[src/rtl/imem_loader.sv]
// Boot loader: receives a length-prefixed byte stream, writes little-endian
// instruction words from address 0, and releases the core once the XOR checksum matches.
module imem_loader #(
    parameter int ADDR_W    = 11,
    parameter int MAX_WORDS = 2048
) (
    input  logic              clk,
    input  logic              reset,
    input  logic [7:0]        rx_data,
    input  logic              rx_valid,
    output logic              rx_ready,
    input  logic              restart,
    output logic              imem_we,
    output logic [ADDR_W-1:0] imem_addr,
    output logic [31:0]       imem_wdata,
    output logic              core_run,
    output logic              load_err,
    output logic              busy,
    output logic [2:0]        state_dbg
);

    typedef enum logic [2:0] {
        HDR_LO  = 3'd0,
        HDR_HI  = 3'd1,
        PAYLOAD = 3'd2,
        CHECK   = 3'd3,
        DONE    = 3'd4,
        ERR     = 3'd5
    } state_t;

    localparam logic [16:0] MAX_COUNT = 17'(MAX_WORDS);

    state_t      state;
    state_t      state_nxt;
    logic        rx_armed;
    logic [15:0] count;
    logic [1:0]  byte_idx;
    logic [7:0]  checksum;
    logic [23:0] word_buf;

    logic        accept;
    logic [15:0] hdr_count;
    logic        hdr_bad;
    logic        last_word;

    // Handshake: a byte moves on a rising edge where rx_valid & rx_ready are both
    // high; the sender holds rx_data steady until then, and rx_ready never looks at rx_valid.
    assign accept    = rx_valid & rx_ready;
    assign hdr_count = {rx_data, count[7:0]};
    assign hdr_bad   = (hdr_count == 16'd0) || ({1'b0, hdr_count} > MAX_COUNT);
    // imem_addr still holds the index of the word being completed at its 4th byte.
    assign last_word = (16'(imem_addr) == (count - 16'd1));
    assign state_dbg = state;

    always_ff @(posedge clk or negedge reset) begin
        if (!reset) begin
            state <= HDR_LO;
        end else begin
            state <= state_nxt;
        end
    end

    // rx_ready stays low through reset and the first edge after its release.
    always_ff @(posedge clk or negedge reset) begin
        if (!reset) begin
            rx_armed <= 1'b0;
        end else begin
            rx_armed <= 1'b1;
        end
    end

    always_comb begin
        rx_ready = 1'b0;
        busy     = 1'b0;
        core_run = 1'b0;
        load_err = 1'b0;
        case (state)
            HDR_LO:  rx_ready = rx_armed;
            HDR_HI:  begin rx_ready = rx_armed; busy = 1'b1; end
            PAYLOAD: begin rx_ready = rx_armed; busy = 1'b1; end
            CHECK:   begin rx_ready = rx_armed; busy = 1'b1; end
            DONE:    core_run = 1'b1;
            ERR:     load_err = 1'b1;
            default: ;
        endcase
    end

    always_comb begin
        state_nxt = state;
        case (state)
            HDR_LO: begin
                if (accept) state_nxt = HDR_HI;
            end
            HDR_HI: begin
                if (accept) state_nxt = hdr_bad ? ERR : PAYLOAD;
            end
            PAYLOAD: begin
                if (accept && (byte_idx == 2'd3) && last_word) state_nxt = CHECK;
            end
            CHECK: begin
                if (accept) state_nxt = (rx_data == checksum) ? DONE : ERR;
            end
            DONE, ERR: begin
                if (restart) state_nxt = HDR_LO;
            end
            default: state_nxt = HDR_LO;
        endcase
    end

    always_ff @(posedge clk or negedge reset) begin
        if (!reset) begin
            count      <= 16'd0;
            byte_idx   <= 2'd0;
            checksum   <= 8'd0;
            word_buf   <= 24'd0;
            imem_we    <= 1'b0;
            imem_addr  <= '0;
            imem_wdata <= 32'd0;
        end else begin
            imem_we <= 1'b0;
            if (imem_we) imem_addr <= imem_addr + 1'b1;
            case (state)
                HDR_LO: begin
                    if (accept) count[7:0] <= rx_data;
                end
                HDR_HI: begin
                    if (accept) begin
                        count[15:8] <= rx_data;
                        checksum    <= 8'd0;
                        byte_idx    <= 2'd0;
                    end
                end
                PAYLOAD: begin
                    if (accept) begin
                        checksum <= checksum ^ rx_data;
                        byte_idx <= byte_idx + 2'd1;
                        case (byte_idx)
                            2'd0: word_buf[7:0]   <= rx_data;
                            2'd1: word_buf[15:8]  <= rx_data;
                            2'd2: word_buf[23:16] <= rx_data;
                            default: begin
                                imem_we    <= 1'b1;
                                imem_wdata <= {rx_data, word_buf};
                            end
                        endcase
                    end
                end
                DONE, ERR: begin
                    if (restart) begin
                        count     <= 16'd0;
                        byte_idx  <= 2'd0;
                        checksum  <= 8'd0;
                        imem_addr <= '0;
                    end
                end
                default: ;
            endcase
        end
    end

endmodule

[config.mk]
export PLATFORM = sky130hd
export DESIGN_NAME = imem_loader
export DESIGN_NICKNAME = d
export VERILOG_FILES = /design/src/rtl/imem_loader.sv
export SDC_FILE = /design/constraint.sdc
export NUM_CORES = 1
export LEC_CHECK = 0
export CORE_UTILIZATION = 59
export DETAILED_ROUTE_END_ITERATION = 6
export MAX_ROUTING_LAYER = met4
export PLACE_DENSITY = 0.95
export SLEW_MARGIN = 20
export SYNTH_ARGS = -nofsm -noshare
export SYNTH_HDL_FRONTEND = slang
export SYNTH_SLANG_ARGS = --single-unit
[constraint.sdc]
create_clock -name clk -period 8.19 [get_ports clk]
set_clock_uncertainty 0.2 [all_clocks]
set_input_delay 1.638 -clock clk [delete_from_list [all_inputs] [get_ports clk]]
set_output_delay 1.638 -clock clk [all_outputs]
set_load 0.03 [all_outputs]
==> results of run 1 <==
==> through the flow <==
| step | total power, mW | cells | instance area, sq um | hold slack [ns] |
|---|---|---|---|---|
| 2_1_floorplan | 0.8605 | 422 | 4677 | 0.2508 |
| 6_report | 1.288 | 579 | 5538 | 0.3001 |
| 3_5_place_dp | 0.9592 | 563 | 5329 | 0.2765 |
| 5_1_grt | 1.355 | 579 | 5538 | 0.3355 |
| 4_1_cts | 1.285 | 579 | 5538 | 0.2975 |
| 3_3_place_gp | 0.9348 | 563 | 5329 | 0.2684 |
==> flip-flops by register name (all words and copies together), names as in the netlist <==
name / flops
byte_idx: 2
checksum: 8
count: 16
imem_addr: 11
imem_wdata: 32
imem_we: 1
rx_armed: 1
state_dbg: 3
word_buf: 24
==> final timing paths <==
kind	depth (start not counted)	start	slack, ns	endpoint
worst min register to register	2	count[14]	0.30	count[14]
min in group asynchronous	1	reset	1.03	imem_wdata[13]
worst max-delay path	3	state_dbg[1]	4.16	core_run
max in group asynchronous	2	reset	5.67	count[9]
worst min-delay path	2	count[14]	0.30	count[14]
worst max register to register	8	count[0]	5.22	state_dbg[2]
==> worst max-delay path, stage by stage, from the launching register on <==
cell and delay [ns]:
dfrtp_1 0.51, nand2b_1 0.45, nor2_1 0.19, clkdlybuf4s50_1 0.69
==> Yosys cell counts (all sizes together) (6+ instances only) <==
cell type | count | area, sq um
inv | 12 | 45.04
buf | 6 | 37.53
xor2 | 17 | 148.9
clkbuf | 19 | 71.32
dfrtp | 98 | 2452
or4 | 7 | 56.30
nand2 | 44 | 165.2
xnor2 | 11 | 96.34
nor3 | 6 | 30.03
mux2 | 56 | 630.6
o21ai | 37 | 185.2
nor4 | 8 | 65.06
ha | 7 | 87.58
nor2 | 31 | 116.4
==> kinds of logic after synthesis <==
group / after synthesis / share of synthesized area
buffers and inverters: 37 / 0.03290
adders and majority gates: 7 / 0.01873
AOI/OAI and AO/OA: 63 / 0.08828
other: 1 / 0.0008018
DFF: 98 / 0.5243
and+or+nand+nor: 129 / 0.1412
xor gates and xnor gates: 28 / 0.05243
muxes: 59 / 0.1413
==> placed cells by master (no fill, tap or decap), types with 6 or more instances in the layout <==
cell              n
nor3_1            6
o21ai_0          36
mux2_2           56
xnor2_1          11
inv_1            12
or4_1             6
nor2_1           31
xor2_1           17
dfrtp_1          98
clkdlybuf4s50_1  61
nand2_1          44
clkbuf_8          9
nor4_1            7
ha_1              7
==> power by group <==
part,switching (mW),internal (mW)
logic,0.232,0.142
registers,0.0642,0.522
clock network,0.181,0.146
total,0.477,0.811
==> cell type report <==
| class | count | area [sq um] |
|---|---|---|
| Tap cell | 102 | 127.6 |
| Inverter | 12 | 45.04 |
| Timing Repair Buffer | 64 | 633.1 |
| Sequential cell | 98 | 2452 |
| Clock buffer | 9 | 123.9 |
| Clock inverter | 7 | 85.08 |
| Multi-Input combinational cell | 287 | 2071 |
| Fill cell | 532 | 2150 |
==> per-layer routing <==
metal	part of all wire	GRT usage	vias to the layer above
li1	-	-	1570
met1	0.42	0.3613	1735
met2	0.50	0.4495	118
met3	0.053	0.06198	29
met4	0.027	0.1071	0
met5	0	-	-
==> flow_metrics.env, run 1 <==
export IMPL_grt_overflow=0
export IMPL_post_cts_buffers=0
export IMPL_grt_pass1_vias=3545
export IMPL_dpl_hpwl_mm=7.252
export IMPL_wirelength_mm=10.71
export IMPL_p_per_area_mw_per_mm2=232.5
export IMPL_tritoncts="done"
export IMPL_status="finished clean"
export IMPL_synth_warnings=0
export IMPL_antenna_found_initial=0
export IMPL_hold_viol_final=0
export IMPL_ir_drop_mv=0.1564
export IMPL_drt_iter0_drc=352
export IMPL_ant_nets=0
export IMPL_wl_per_cell_microns=18.49
export IMPL_crit_arrival_ns=2.19
export IMPL_insertion_delay_ns=0.37
export IMPL_layout_drive_gt1_share=0.1824
export IMPL_drv_slew=0
export IMPL_syn_num_nets=441
export IMPL_via_per_inst=5.962
export IMPL_gp_congestion=0.8958
export IMPL_grtUsageTotal=0.2840
export IMPL_ctsResizeCount=0
export IMPL_async_reset_ff_frac=1.000
export IMPL_ys_ff_latch=98
export IMPL_core_sq_mm=0.007687
export IMPL_route_detailed_drc=0
export IMPL_final_util=0.7204
export IMPL_pre_cts_slack_ns=4.006
export IMPL_tightest_slew_ns=0.9651
export IMPL_io_buffer_count=62
export IMPL_synthCells=422
export IMPL_path_clk_slew_ns=0.09
export IMPL_dr_pass1_iters=4
export IMPL_setup_violations=0
export IMPL_p_leak_nw=2.550
export IMPL_numCtsBuffers=9
export IMPL_via_count=3452
export IMPL_clockBufferDepth=2
export IMPL_critPathMaxFanout=12
export IMPL_avgSynthCellArea_sq_um=11.08
export IMPL_worstHoldPathType="register to register"
export IMPL_min_period_ns=4.027
export IMPL_setup_slack_ns=4.163
export IMPL_crit_path_start_kind="register"
export IMPL_n_antenna_cell=0
export IMPL_fmax_mhz=248.3
export IMPL_io_pins=63
export IMPL_grt_max_degree=57
export IMPL_fp_dieH_microns=91.04
export IMPL_synth_area_sq_mm=0.004677
export IMPL_h_tree_depth=3
export IMPL_max_cap_violations=0
export IMPL_crit_required_ns=6.35
export IMPL_row_count=32
export IMPL_rsz0062_at_grt="no"
export IMPL_die_x_microns=91.04
export IMPL_yosysSeqAreaShare=0.5243
export IMPL_synth_cell_types=53
export IMPL_syn_to_final_growth_pct=18.41
export IMPL_crit_type="register to output pin"
export IMPL_synth_edf_count=0
export IMPL_fin_crit_sh=0.4917
export IMPL_grt_pass1_wl_mm=17.68
export IMPL_cts_root_buf="clkbuf_8"
export IMPL_dieArea_sq_mm=0.008287
export IMPL_synth_ff_type="dfrtp_1"
export IMPL_hold_buffers=0
export IMPL_nets=491
export IMPL_max_slew_margin=0.3542
export IMPL_setup_tns_ns=0
export IMPL_initial_core_util=0.6084
export IMPL_setup_worst_path_end_class="output pin"
export IMPL_cts_sinks=98
No activity file was read; power rests on OpenSTA's default activity.
==> inputs of run 2 (changes only) <==
--- a/config.mk
+++ b/config.mk
@@ -5,10 +5,10 @@
 export SDC_FILE = /design/constraint.sdc
 export NUM_CORES = 1
 export LEC_CHECK = 0
-export CORE_UTILIZATION = 59
+export CORE_UTILIZATION = 50
 export DETAILED_ROUTE_END_ITERATION = 6
 export MAX_ROUTING_LAYER = met4
-export PLACE_DENSITY = 0.95
+export PLACE_DENSITY = 0.87
 export SLEW_MARGIN = 20
 export SYNTH_ARGS = -nofsm -noshare
 export SYNTH_HDL_FRONTEND = slang
==> constraint.sdc (replaced) <==
create_clock -name clk -period 3.6 [get_ports clk]
set_clock_uncertainty 0.2 [all_clocks]
set_input_delay 0.72 -clock clk [delete_from_list [all_inputs] [get_ports clk]]
set_output_delay 0.72 -clock clk [all_outputs]
set_load 0.03 [all_outputs]
==> run 2 against run 1 <==
Against the previous run: combinational power is 130% higher; critical path type unchanged; first-iteration DRC count is 34% lower; non-clock buffer count is 10 higher; via count is 0.26% lower; critical endpoint is now load_err.
==> flow_metrics.env, run 2 (synthesis results as in run 1) <==
export IMPL_tightest_slew_ns=0.6955
export IMPL_numCtsBuffers=9
export IMPL_insertion_delay_ns=0.36
export IMPL_grt_pass1_vias=3431
export IMPL_setup_worst_path_end_class="output pin"
export IMPL_drv_slew=0
export IMPL_max_cap_violations=0
export IMPL_clockBufferDepth=2
export IMPL_largest_register="imem_wdata"
export IMPL_core_sq_mm=0.008891
export IMPL_critPathMaxFanout=12
export IMPL_via_per_inst=5.787
export IMPL_grtUsageTotal=0.2370
export IMPL_row_count=34
export IMPL_die_x_microns=98.72
export IMPL_io_pins=63
export IMPL_hold_buffers=0
export IMPL_dieArea_sq_mm=0.009745
export IMPL_grt_max_degree=55
export IMPL_rsz0062_at_grt="no"
export IMPL_ant_nets=0
export IMPL_largest_reg_flops=32
export IMPL_min_period_ns=3.061
export IMPL_setup_violations=0
export IMPL_reg_top3="imem_wdata: 32 flops, word_buf: 24 flops, count: 16 flops"
export IMPL_h_tree_depth=3
export IMPL_p_per_area_mw_per_mm2=526.8
export IMPL_r2r_slack_ns=0.63
export IMPL_fin_crit_sh=0.8504
export IMPL_syn_to_final_growth_pct=20.36
export IMPL_ir_drop_mv=0.3116
export IMPL_max_slew_margin=0.5364
export IMPL_mostFrequentLayoutCell="dfrtp_1"
export IMPL_post_cts_buffers=0
export IMPL_antenna_found_initial=0
export IMPL_nets=501
export IMPL_fmax_mhz=326.6
export IMPL_reg2reg_from="count[0]"
export IMPL_layout_cells_non_filler=595
export IMPL_layout_drive_gt1_share=0.1951
export IMPL_ctsResizeCount=0
export IMPL_route_detailed_drc=0
export IMPL_power_mw=2.965
export IMPL_dp_cells=579
export IMPL_gp_congestion=0.8286
export IMPL_cts_sinks=98
export IMPL_drt_iter0_drc=234
export IMPL_wirelength_mm=10.53
export IMPL_n_antenna_cell=0
export IMPL_tritoncts="done"
export IMPL_worst_r2r_cell_count=8
export IMPL_mostFrequentLayoutCells="dfrtp_1 (98), clkdlybuf4s50_1 (61), mux2_2 (56)"
export IMPL_grt_overflow=0
export IMPL_fp_dieH_microns=98.72
export IMPL_via_count=3443
export IMPL_crit_type="register to output pin"
export IMPL_io_buffer_count=62
export IMPL_final_util=0.6331
export IMPL_setup_tns_ns=0
export IMPL_p_leak_nw=2.608
export IMPL_r2r_end="state_dbg[2]"
export IMPL_cts_root_buf="clkbuf_8"
export IMPL_dr_pass1_iters=4
export IMPL_grt_pass1_wl_mm=17.29
export IMPL_dpl_hpwl_mm=7.289
export IMPL_hold_viol_final=0
export IMPL_worstHoldPathType="input pin to async pin"
export IMPL_wl_per_cell_microns=17.69
export IMPL_status="finished clean"
export IMPL_initial_core_util=0.5260
export IMPL_crit_path_start_kind="register"
export IMPL_path_clk_slew_ns=0.09
export IMPL_crit_required_ns=2.68
export IMPL_crit_arrival_ns=2.14
export IMPL_hold_ws_ns=0.1885
export IMPL_nFillCells=650
-- run 2: cell types whose count changed in the layout (fill, tap and decap cells not counted), sizes merged --
cell	before	now
clkinvlp	2	0
clkinv	2	1
bufinv	1	2
clkbuf	9	11
buf	3	13
-- run 2: critical path, cell delays in order (launching register included) --
cell and delay (ns):
dfrtp_1 0.52, nand2b_1 0.41, nor2_1 0.17, clkdlybuf4s50_1 0.69
-- run 2: final cells by class --
class	count	area (sq um)	share of cell area
Sequential cell	98	2452	0.4357
Inverter	12	45.04	0.008002
Tap cell	108	135.1	0.02401
Clock inverter	5	86.33	0.01534
Timing Repair Buffer	74	708.2	0.1258
Multi-Input combinational cell	287	2071	0.3679
Clock buffer	11	131.4	0.02334
-- run 2: through the flow --
stage	worst slack, ns	instance area, sq um
floorplan	0.8548	4677
CTS	0.5232	5629
global placement	0.4636	5411
finish	0.5385	5629
global route	0.4257	5629
detailed placement	0.3831	5411
-- run 2: how the worst max path moves through the flow --
stage            startpoint            to  slack, ns  cells after the start
3_3_place_gp     rx_data[2]  state_dbg[0]       0.46                      7
3_5_place_dp     rx_data[2]  state_dbg[0]       0.38                      7
2_1_floorplan      count[0]  state_dbg[2]       0.85                      9
6_report       state_dbg[1]      load_err       0.54                      3
5_1_grt        state_dbg[1]      core_run       0.43                      3
4_1_cts        state_dbg[1]      load_err       0.52                      3
-- run 2: power by group --
group	total (mW)	switching, mW	leakage [nW]	internal, mW
combinational	0.843	0.510	1.15	0.333
clock	0.784	0.385	0.109	0.399
sequential	1.34	0.151	1.35	1.19
total	2.97	1.05	2.61	1.92
-- run 2: layer usage --
layer | share of wire | GRT usage | vias to the layer above | routed length (microns)
met5 | 0 | - | - | 0
met4 | 0.020 | 0.07003 | 0 | 206
met2 | 0.50 | 0.3944 | 104 | 5226
met3 | 0.047 | 0.05887 | 22 | 493
li1 | - | - | 1597 | -
met1 | 0.44 | 0.2872 | 1720 | 4599
